`src/rtl/display_encoder.sv`:
```
// Registered 4-bit substitution encoder driving two active-low seven-segment displays.
// The loaded word is mapped through a fixed table and shown in decimal (tens on dse, units on dsd).
module display_encoder (
   input  logic       clk,
   input  logic       reset,
   input  logic       a,
   input  logic       b,
   input  logic       c,
   input  logic       d,
   input  logic       ready,
   output logic [6:0] dse,
   output logic [6:0] dsd
);

   localparam logic [6:0] SEG_BLANK = 7'b1111111;

   // Fixed substitution table (a bijection on 0..15)
   function automatic logic [3:0] substitute(input logic [3:0] n);
      logic [3:0] code;
      case (n)
         4'd0:    code = 4'd10;
         4'd1:    code = 4'd3;
         4'd2:    code = 4'd9;
         4'd3:    code = 4'd0;
         4'd4:    code = 4'd8;
         4'd5:    code = 4'd15;
         4'd6:    code = 4'd2;
         4'd7:    code = 4'd13;
         4'd8:    code = 4'd14;
         4'd9:    code = 4'd12;
         4'd10:   code = 4'd11;
         4'd11:   code = 4'd4;
         4'd12:   code = 4'd7;
         4'd13:   code = 4'd1;
         4'd14:   code = 4'd6;
         4'd15:   code = 4'd5;
         default: code = 4'd0;
      endcase
      return code;
   endfunction

   // Decimal digit to active-low segments, bit order g f e d c b a
   function automatic logic [6:0] seg7(input logic [3:0] digit);
      logic [6:0] seg;
      case (digit)
         4'd0:    seg = 7'b1000000;
         4'd1:    seg = 7'b1111001;
         4'd2:    seg = 7'b0100100;
         4'd3:    seg = 7'b0110000;
         4'd4:    seg = 7'b0011001;
         4'd5:    seg = 7'b0010010;
         4'd6:    seg = 7'b0000010;
         4'd7:    seg = 7'b1111000;
         4'd8:    seg = 7'b0000000;
         4'd9:    seg = 7'b0010000;
         default: seg = SEG_BLANK;
      endcase
      return seg;
   endfunction

   logic [3:0] word_s;
   logic [3:0] code_s;
   logic [3:0] tens_s;
   logic [3:0] units_s;
   logic       valid_q, valid_d;
   logic [6:0] dse_q, dse_d;
   logic [6:0] dsd_q, dsd_d;

   // Encode the current input word and choose the next display contents
   always_comb begin
      word_s  = {a, b, c, d};
      code_s  = substitute(word_s);
      tens_s  = 4'd0;
      units_s = code_s;
      valid_d = valid_q;
      dse_d   = dse_q;
      dsd_d   = dsd_q;
      if (code_s >= 4'd10) begin
         tens_s  = 4'd1;
         units_s = code_s - 4'd10;
      end else begin
         tens_s  = 4'd0;
         units_s = code_s;
      end
      if (ready) begin
         valid_d = 1'b1;
         dse_d   = seg7(tens_s);
         dsd_d   = seg7(units_s);
      end else if (!valid_q) begin
         // nothing loaded since reset: keep both displays dark
         dse_d   = SEG_BLANK;
         dsd_d   = SEG_BLANK;
      end else begin
         dse_d   = dse_q;
         dsd_d   = dsd_q;
      end
   end

   // Display registers with synchronous reset to blank
   always_ff @(posedge clk) begin
      if (reset) begin
         valid_q <= 1'b0;
         dse_q   <= SEG_BLANK;
         dsd_q   <= SEG_BLANK;
      end else begin
         valid_q <= valid_d;
         dse_q   <= dse_d;
         dsd_q   <= dsd_d;
      end
   end

   assign dse = dse_q;
   assign dsd = dsd_q;

endmodule

```
`config.mk`:
```
export PLATFORM = sky130hd
export DESIGN_NAME = display_encoder
export DESIGN_NICKNAME = d
export VERILOG_FILES = /design/src/rtl/display_encoder.sv
export SDC_FILE = /design/constraint.sdc
export NUM_CORES = 1
export LEC_CHECK = 0
export BUFFER_PORTS_ARGS = -buffer_cell sky130_fd_sc_hd__clkbuf_2
export CORE_MARGIN = 1.5
export CORE_UTILIZATION = 55
export CTS_CLUSTER_SIZE = 25
export DETAILED_ROUTE_END_ITERATION = 6
export MAX_ROUTING_LAYER = met4
export PLACE_DENSITY = 0.83
export SYNTH_ARGS = -nofsm -noshare
export SYNTH_HDL_FRONTEND = slang
export SYNTH_SLANG_ARGS = --single-unit
```
`constraint.sdc`:
```
create_clock -name clk -period 4.1 [get_ports clk]
set_input_delay 0.41 -clock clk [delete_from_list [all_inputs] [get_ports clk]]
set_output_delay 0.41 -clock clk [all_outputs]
set_load 0.005 [all_outputs]
```
==> impl_metrics.toml, run 1 <==
[pwr]
cellLeakagePower_uw = 0.000440
power_density_nw_per_um2 = 295
vdd_drop_max_uv = 169

[layout]
multiInputGateArea_um2 = 518
final_util = 0.669
nNetsFinal = 129
final-seq-area_um2 = 200
diodes = 0
post-route-cell-area_um2 = 892
fill_cells = 121
area_growth_pct = 9.69
drive_gt1_frac = 0.255

[placement]
place_area_um2 = 870
gp_congestion = 0.829
port_buffers = 19
dp_hpwl_mm = 1.20

[die]
fp.dieH_um = 41.5
num_rows = 13
dieArea_um2 = 1720
coreArea_um2 = 1330
io_pins = 21
start_util = 0.610
die_w_um = 41.5

[synthesis]
synth_ff_type = "dfxtp_1"
netlist_top_cells_count = "dfxtp_1 (10), ha_1 (10), inv_1 (10)"
postSynthAreaPerCell_um2 = 8.47
synth-edff-count = 0
synthesis.nets = 113
syn_inst = 96
syn_area_um2 = 813
ys_seq_area_frac = 0.246
synth_top_area_frac = 0.246
synth.area.top_cells = "dfxtp_1 (25%), ha_1 (15%), buf_4 (4.6%), inv_1 (4.6%), a21oi_1 (3.7%)"
synthDistinctLibCells = 35
synthArstFlopShare = 0
ys_seq_elements = 10
ys.warnings.count = 0
synth_top_area_cell = "dfxtp_1"

[status]
status = "completed"

[worst_setup_path]
end_kind = "register"
required_ns = 4.26
startpoint_type = "input port"
path_class = "in -> reg"
critPathArrivalTime_ns = 2.61
worstPathMaxFanout = 7

[grt]
antenna_found_initial = 0
grt_pass1_vias = 593
track_usage = 0.207
grt_overflow = 0
grt_start_max_net_pins = 16
grt_pass1_wl_mm = 2.64

[timing]
fmaxAchievable_ghz = 0.408
rsz0062_at_grt = "no"
period_share = 0.597
finalHoldViolCount = 0
setup_viol = 0
fin_crit_ns = 2.45
skew_ns = 0.00399
setup-tns-final_ns = 0
slew_violations = 0

[clock_network]
clock_latency_ns = 0.27
h-tree-depth = 1
cts_tree = "yes"
cts_resized = 0
root_buffer = "clkbuf_4"
cts_buffers = 3
path_clk_slew_ns = 0.06
clockBufferDepth = 2
cts_setup_buffers = 0
ctsHoldBuffers = 0
cts.sinks = 10

[detailed_routing]
firstDrtPassIters = 4
avgRoutedWirePerCell_um = 12.2
drc = 0
vias = 695
initialDrtViolationCount = 20
final_antenna_net_count = 0
wirelength_mm = 1.52
via_per_inst = 5.56

[min_path]
min-delay-path-class = "in -> reg"

[run]
maxCapViolCount = 0
-- kinds of logic after synthesis --
kind of cell / count (synthesis) / share of synthesized area
AO/OA/AOI/OAI: 28 / 0.289
AND/OR/NAND/NOR: 28 / 0.177
buffers and inverters: 18 / 0.117
adder cells (fa/ha/maj): 10 / 0.154
flip-flops: 10 / 0.246
multiplexers: 1 / 0.0123
other: 1 / 0.00461
-- state kept, by name, indices dropped and copies added (netlist names) --
name     cells
dsd          7
valid_q      1
dse          2
-- worst paths after layout --
kind              slack (ns)      end     from  cells after the start
hold / removal          0.40  valid_q    reset                      2
setup reg to reg        3.08   dse[4]  valid_q                      2
hold reg to reg         0.48   dsd[3]   dsd[3]                      1
setup / recovery        1.65   dsd[0]        c                     11
-- layout make-up --
class                      count  area share
multi-input combinational     68       0.581
sequential                    10       0.224
timing repair buffer          19       0.107
inverter                      10      0.0421
clock buffer                   3      0.0252
tap                           15      0.0210
-- metal layers --
layer  part of all wire  wire [um]  GRT usage
met5                  0          0          -
met2               0.44        671      0.300
met1               0.47        719      0.269
met4              0.016         25     0.0774
met3              0.070        107     0.0652
-- stage by stage --
| stage | std cells | hold WS [ns] | total power (uW) | setup slack [ns] |
|---|---|---|---|---|
| final | 125 | 0.403 | 263 | 1.65 |
| after global routing | 125 | 0.418 | 282 | 1.44 |
| after CTS | 125 | 0.392 | 265 | 1.64 |
| after detailed placement | 122 | 0.464 | 198 | 1.36 |
| after global placement | 122 | 0.458 | 196 | 1.44 |
| after floorplan | 96 | 0.471 | 177 | 1.69 |
-- layout by cell type (no fill, tap or decap), drive strengths merged, types with 2 or more instances in the layout --
cell type / synthesis / final
ha: 10 / 10
nor2b: 3 / 3
dfxtp: 10 / 10
and2: 3 / 3
o32a: 3 / 3
o21a: 2 / 2
a31oi: 2 / 2
a21oi: 7 / 7
o21ai: 2 / 2
inv: 10 / 10
clkbuf: 1 / 22
nor2: 8 / 8
o221ai: 2 / 2
a311o: 2 / 2
nand2: 8 / 8
a21boi: 2 / 2
-- power by group --
part / switching, uW / internal (uW) / leakage, uW
logic: 47.5 / 38.2 / 0.000343
clock network: 33.2 / 33.9 / 0.0000138
registers: 5.22 / 105 / 0.0000834
total: 85.9 / 177 / 0.000440
-- critical path, cell delays in order --
cell and delay (ns):
clkbuf_2 0.13, inv_1 0.07, ha_1 0.30, and2_1 0.17
o31ai_4 0.34, nand3_2 0.18, o21ai_0 0.19, inv_1 0.14
ha_1 0.21, a21boi_2 0.16, o32a_1 0.32
Note: power is estimated with default switching activity, not from simulation.
==> run 2, diff against run 1 <==
--- a/config.mk
+++ b/config.mk
@@ -5,13 +5,14 @@
 export SDC_FILE = /design/constraint.sdc
 export NUM_CORES = 1
 export LEC_CHECK = 0
+export ABC_AREA = 1
 export BUFFER_PORTS_ARGS = -buffer_cell sky130_fd_sc_hd__clkbuf_2
 export CORE_MARGIN = 1.5
-export CORE_UTILIZATION = 55
+export CORE_UTILIZATION = 52
 export CTS_CLUSTER_SIZE = 25
 export DETAILED_ROUTE_END_ITERATION = 6
 export MAX_ROUTING_LAYER = met4
-export PLACE_DENSITY = 0.83
+export PLACE_DENSITY = 0.78
 export SYNTH_ARGS = -nofsm -noshare
 export SYNTH_HDL_FRONTEND = slang
 export SYNTH_SLANG_ARGS = --single-unit
==> constraint.sdc (replaced) <==
create_clock -name clk -period 2.32 [get_ports clk]
set_input_delay 0.232 -clock clk [delete_from_list [all_inputs] [get_ports clk]]
set_output_delay 0.232 -clock clk [all_outputs]
set_load 0.005 [all_outputs]
==> run 2 against run 1 <==
Compared with the run above: combinational power rose by 98%; global-route usage barely moved; register-to-register slack got worse by 1.9 ns; design area rose by 9.0%; cell count rose by 31%; routed wire length rose by 3.3%; synthesized cell count rose by 36%; sequential share of layout area fell by 1.8 points; setup slack got worse by 1.3 ns; die area rose by 13%; area after synthesis rose by 7.7%; critical endpoint unchanged; largest cell class unchanged.
==> impl_metrics.toml, run 2 <==
[worst_setup_path]
worstPathMaxFanout = 8
reg2reg_depth = 6
path_class = "in -> reg"
critPathArrivalTime_ns = 2.12
startpoint_type = "input port"
rrSetupSlack_ns = 1.22
worstReg2RegEnd = "dsd[4]"
required_ns = 2.47
critical_path.endpoint = "dsd[0]"
timing.rr.start = "valid_q"
end_kind = "register"
crit_start = "d"

[detailed_routing]
drc = 0
final_antenna_net_count = 0
initialDrtViolationCount = 11
firstDrtPassIters = 6
via_per_inst = 4.93
avgRoutedWirePerCell_um = 9.60
wirelength_mm = 1.57
vias = 808

[die]
fp.dieH_um = 44.0
start_util = 0.568
coreArea_um2 = 1540
dieArea_um2 = 1940
die_w_um = 44.0
num_rows = 14
io_pins = 21

[layout]
fill_cells = 153
nNetsFinal = 167
diodes = 0
multiInputGateArea_um2 = 561
final_common_cell = "nand2_1"
largest_register_ff_count = 7
final-seq-area_um2 = 200
final_cell_mix = "nand2_1 (46), clkbuf_2 (19), inv_1 (13)"
drive_gt1_frac = 0.277
post-route-cell-area_um2 = 972
area_growth_pct = 11.0

[timing]
fmaxAchievable_ghz = 0.507
setup-tns-final_ns = 0
slew_violations = 0
skew_ns = 0.000823
setup_viol = 0
finalHoldViolCount = 0
rsz0062_at_grt = "no"
period_share = 0.850
fin_crit_ns = 1.97

[synthesis]
ys_seq_elements = 10
ys_seq_area_frac = 0.229
synthDistinctLibCells = 22
postSynthAreaPerCell_um2 = 6.69
yosysMostFrequentCell = "nand2_1"
syn_inst = 131
netlist_top_cells_count = "nand2_1 (46), inv_1 (13), dfxtp_1 (10), ha_1 (10), nand3_1 (10)"
synth_ff_type = "dfxtp_1"
synth.area.top_cells = "dfxtp_1 (23%), nand2_1 (20%), ha_1 (14%), nand3_1 (5.7%), inv_1 (5.6%)"
syn_area_um2 = 876
synth-edff-count = 0
ys.warnings.count = 0
synth_top_area_frac = 0.229
synthArstFlopShare = 0
synthesis.nets = 148
synth_top_area_cell = "dfxtp_1"

[grt]
grt_pass1_wl_mm = 3.00
antenna_found_initial = 0
grt_overflow = 0
track_usage = 0.207
grt_start_max_net_pins = 10
grt_pass1_vias = 782

[clock_network]
clock_latency_ns = 0.26
cts_buffers = 3
clockBufferDepth = 2
root_buffer = "clkbuf_4"
path_clk_slew_ns = 0.06
cts_tree = "yes"
h-tree-depth = 1
cts_resized = 0
ctsHoldBuffers = 0
cts_setup_buffers = 0
cts.sinks = 10

[pwr]
vdd_drop_max_uv = 449
power_density_nw_per_um2 = 490
cellLeakagePower_uw = 0.000550

[min_path]
hold_depth = 2
min-delay-path-class = "in -> reg"
hp-start = "reset"

[placement]
port_buffers = 19
gp_congestion = 0.900
place_area_um2 = 950
dp_hpwl_mm = 1.28

[status]
status = "completed"

[run]
maxCapViolCount = 0
-- run 2: cell types whose count changed after synthesis, moves of 3 or more --
cell / previous run / this run
nand2_1: 8 / 46
nand3_1: 0 / 10
o21ai_0: 2 / 7
or2_2: 0 / 5
a21oi_1: 6 / 2
nor2_1: 8 / 4
and2_1: 3 / 0
inv_1: 10 / 13
nand2_2: 0 / 3
nor2b_1: 3 / 0
o32a_1: 3 / 0
-- run 2: per-layer routing --
metal  vias up  global-route usage  share of wire
met5         -                   -              0
met4         0              0.0182              0
met3         0              0.0612          0.068
met2        23               0.335           0.43
met1       349               0.267           0.50
li1        436                   -              -
-- run 2: cell type report --
type / instances / area share
repair buffers: 21 / 0.113
well taps: 16 / 0.0206
multi-input cells: 99 / 0.577
inverters: 15 / 0.0605
clock buffers: 3 / 0.0232
flip-flops and latches: 10 / 0.206
-- run 2: where the power goes --
part | internal [uW] | leakage (uW) | switching, uW | total [uW]
registers | 186 | 0.0000831 | 6.77 | 193
clock network | 59.6 | 0.0000138 | 53.5 | 113
logic | 68.1 | 0.000453 | 102 | 170
-- run 2: cell families after synthesis --
logic type	share of synthesized area
AND/OR/NAND/NOR	0.419
buffers and inverters	0.131
other	0.00428
AO/OA/AOI/OAI	0.0743
adder cells (fa/ha/maj)	0.143
flip-flops	0.229
-- run 2: how the worst min path moves through the flow --
stage | slack [ns] | endpoint
after floorplan | 0.31 | valid_q
after CTS | 0.15 | valid_q
final | 0.15 | valid_q
after global routing | 0.17 | valid_q
after global placement | 0.42 | valid_q
after detailed placement | 0.42 | valid_q
-- run 2: per-stage QoR --
step	util	setup slack (ns)	instances	hold slack, ns	power, uW
6_report	0.631	0.349	164	0.154	476
5_1_grt	0.631	0.0998	164	0.165	518
4_1_cts	0.631	0.367	164	0.151	480
3_5_place_dp	0.616	0.106	161	0.421	367
3_3_place_gp	0.616	0.122	161	0.420	362
2_1_floorplan	-	0.411	131	0.313	326
-- run 2: worst max-delay path: stages --
cell	delay (ns)
clkbuf_2	0.13
inv_1	0.09
ha_1	0.22
nand2_1	0.12
nand3_2	0.09
nand2_4	0.13
inv_1	0.06
o21ai_0	0.35
inv_1	0.15
ha_1	0.20
nand3b_1	0.14
nand2_1	0.07
nand2_1	0.04
nand2_1	0.05
nand2_1	0.04
==> run 3, diff against run 2 <==
--- a/config.mk
+++ b/config.mk
@@ -8,11 +8,11 @@
 export ABC_AREA = 1
 export BUFFER_PORTS_ARGS = -buffer_cell sky130_fd_sc_hd__clkbuf_2
 export CORE_MARGIN = 1.5
-export CORE_UTILIZATION = 52
+export CORE_UTILIZATION = 47
 export CTS_CLUSTER_SIZE = 25
 export DETAILED_ROUTE_END_ITERATION = 6
 export MAX_ROUTING_LAYER = met4
-export PLACE_DENSITY = 0.78
+export PLACE_DENSITY = 0.74
 export SYNTH_ARGS = -nofsm -noshare
 export SYNTH_HDL_FRONTEND = slang
 export SYNTH_SLANG_ARGS = --single-unit
==> constraint.sdc (replaced) <==
create_clock -name clk -period 1.6 [get_ports clk]
set_input_delay 0.16 -clock clk [delete_from_list [all_inputs] [get_ports clk]]
set_output_delay 0.16 -clock clk [all_outputs]
set_load 0.005 [all_outputs]
==> run 3 against run 2 <==
Compared with the run above: critical path depth is 4 lower; first-iteration DRC count rose by 91%; setup slack worse by 0.30 ns; power grew 60%; count of clock-buffer cells in the layout unchanged; register-to-register slack got worse by 0.72 ns; clock skew increased by 0.0019 ns; sequential power rose by 46%; critical path type unchanged.
==> impl_metrics.toml, run 3 (synthesis gave the netlist of run 2 again) <==
[worst_setup_path]
path_class = "in -> reg"
reg2reg_depth = 6
worstPathMaxFanout = 5
rrSetupSlack_ns = 0.50
critical-path-slowest-cell = "ha_1"
required_ns = 1.75
cpMostUsedCell = "nand2_1"
timing.rr.start = "valid_q"
slowest_delay_ns = 0.25
worstReg2RegEnd = "dsd[4]"
critPathArrivalTime_ns = 1.70
startpoint_type = "input port"
end_kind = "register"
crit_chain = "buf_8 > ha_1 > o21ai_1 > nand3_2 > o21ai_4 > ha_1 > nand3b_1 > nand2_1 > nand2_1 > nand2_1 > nand2_1"

[clock_network]
cts_tree = "yes"
h-tree-depth = 1
root_buffer = "clkbuf_4"
clockBufferDepth = 2
clock_latency_ns = 0.26
ctsHoldBuffers = 0
cts_buffers = 3
path_clk_slew_ns = 0.06
cts.sinks = 10

[die]
start_util = 0.502
coreArea_um2 = 1750
die_w_um = 46.2
fp.dieH_um = 46.2
num_rows = 15
io_pins = 21
dieArea_um2 = 2130

[layout]
multiInputGateArea_um2 = 634
final_cell_mix = "nand2_1 (43), clkbuf_2 (17), buf_4 (11), inv_1 (10), dfxtp_1 (10)"
largest_register_ff_count = 7
final-seq-area_um2 = 200
nNetsFinal = 176
fill_cells = 160
drive_gt1_frac = 0.401
area_growth_pct = 32.4
diodes = 0
post-route-cell-area_um2 = 1160
final_common_cell = "nand2_1"
final_util = 0.665

[detailed_routing]
initialDrtViolationCount = 21
drc = 0
firstDrtPassIters = 5
vias = 878
wirelength_mm = 1.96
final_antenna_net_count = 0
avgRoutedWirePerCell_um = 10.8
via_per_inst = 4.82

[grt]
track_usage = 0.200
grt_pass1_wl_mm = 3.04
grt_start_max_net_pins = 10
grt_pass1_vias = 723
antenna_found_initial = 0
grt_overflow = 0

[min_path]
hp-start = "reset"
min-delay-path-class = "in -> reg"
hold_depth = 2
hold_end = "valid_q"

[placement]
dp_hpwl_mm = 1.59
port_buffers = 19
gp_congestion = 0.871
place_area_um2 = 1070

[timing]
slew_violations = 0
period_share = 0.969
skew_ns = 0.00276
finalHoldViolCount = 0
setup_viol = 0
fmaxAchievable_ghz = 0.645
fin_crit_ns = 1.55

[pwr]
vdd_drop_max_uv = 477
cellLeakagePower_uw = 0.000612
power_density_nw_per_um2 = 657

[status]
status = "completed"

[run]
maxCapViolCount = 0
## run 3: area by class of cell
cell class                 instances  area share
multi-input combinational         99       0.547
sequential                        10       0.173
timing repair buffer              30       0.170
inverter                          15      0.0636
tap                               25      0.0270
clock buffer                       3      0.0194
## run 3: stage by stage
step	power (uW)	setup WS (ns)	TNS (ns)	hold WS, ns	std cells
after detailed placement	573	-0.340	-1.81	0.349	179
after global routing	825	-0.000753	-0.000753	0.0791	182
final	762	0.0498	0	0.0751	182
after global placement	564	-0.325	-1.59	0.347	179
after floorplan	483	-0.00490	-0.00490	0.241	131
after CTS	748	0.00362	0	0.0679	182
## run 3: repair_timing
action / in CTS / in global routing
pin swaps: 1 / 7
setup endpoints to repair: 3 / 6
resized for setup: 4 / 17
buffers inserted: 0 / 0
## run 3: worst max-delay path: cells and delay by family
family / cells / cell delay, ns
buf+inv: 1 / 0.11
fa+ha+maj: 2 / 0.47
simple gates: 6 / 0.56
compound gates: 2 / 0.41
## run 3: where the power goes
part | internal, uW | leakage, uW | total, uW | switching (uW)
registers | 270 | 0.0000831 | 281 | 10.8
logic | 137 | 0.000515 | 314 | 177
clock network | 86.6 | 0.0000138 | 167 | 79.9
total | 494 | 0.000612 | 762 | 268
## run 3: worst max path at each step
stage	start	end	cells past startpoint
finish	c	dsd[3]	11
CTS	c	dsd[3]	15
global route	c	dsd[3]	15
global placement	c	dsd[3]	11
detailed placement	d	dsd[3]	15
floorplan	d	dsd[3]	13
## run 3: metal layers
layer  vias up  share of wire  GRT usage
li1        457              -          -
met1       395           0.44      0.269
met2        24           0.50      0.297
met3         2          0.054     0.0549
met4         0         0.0051     0.0400
met5         -              0          -
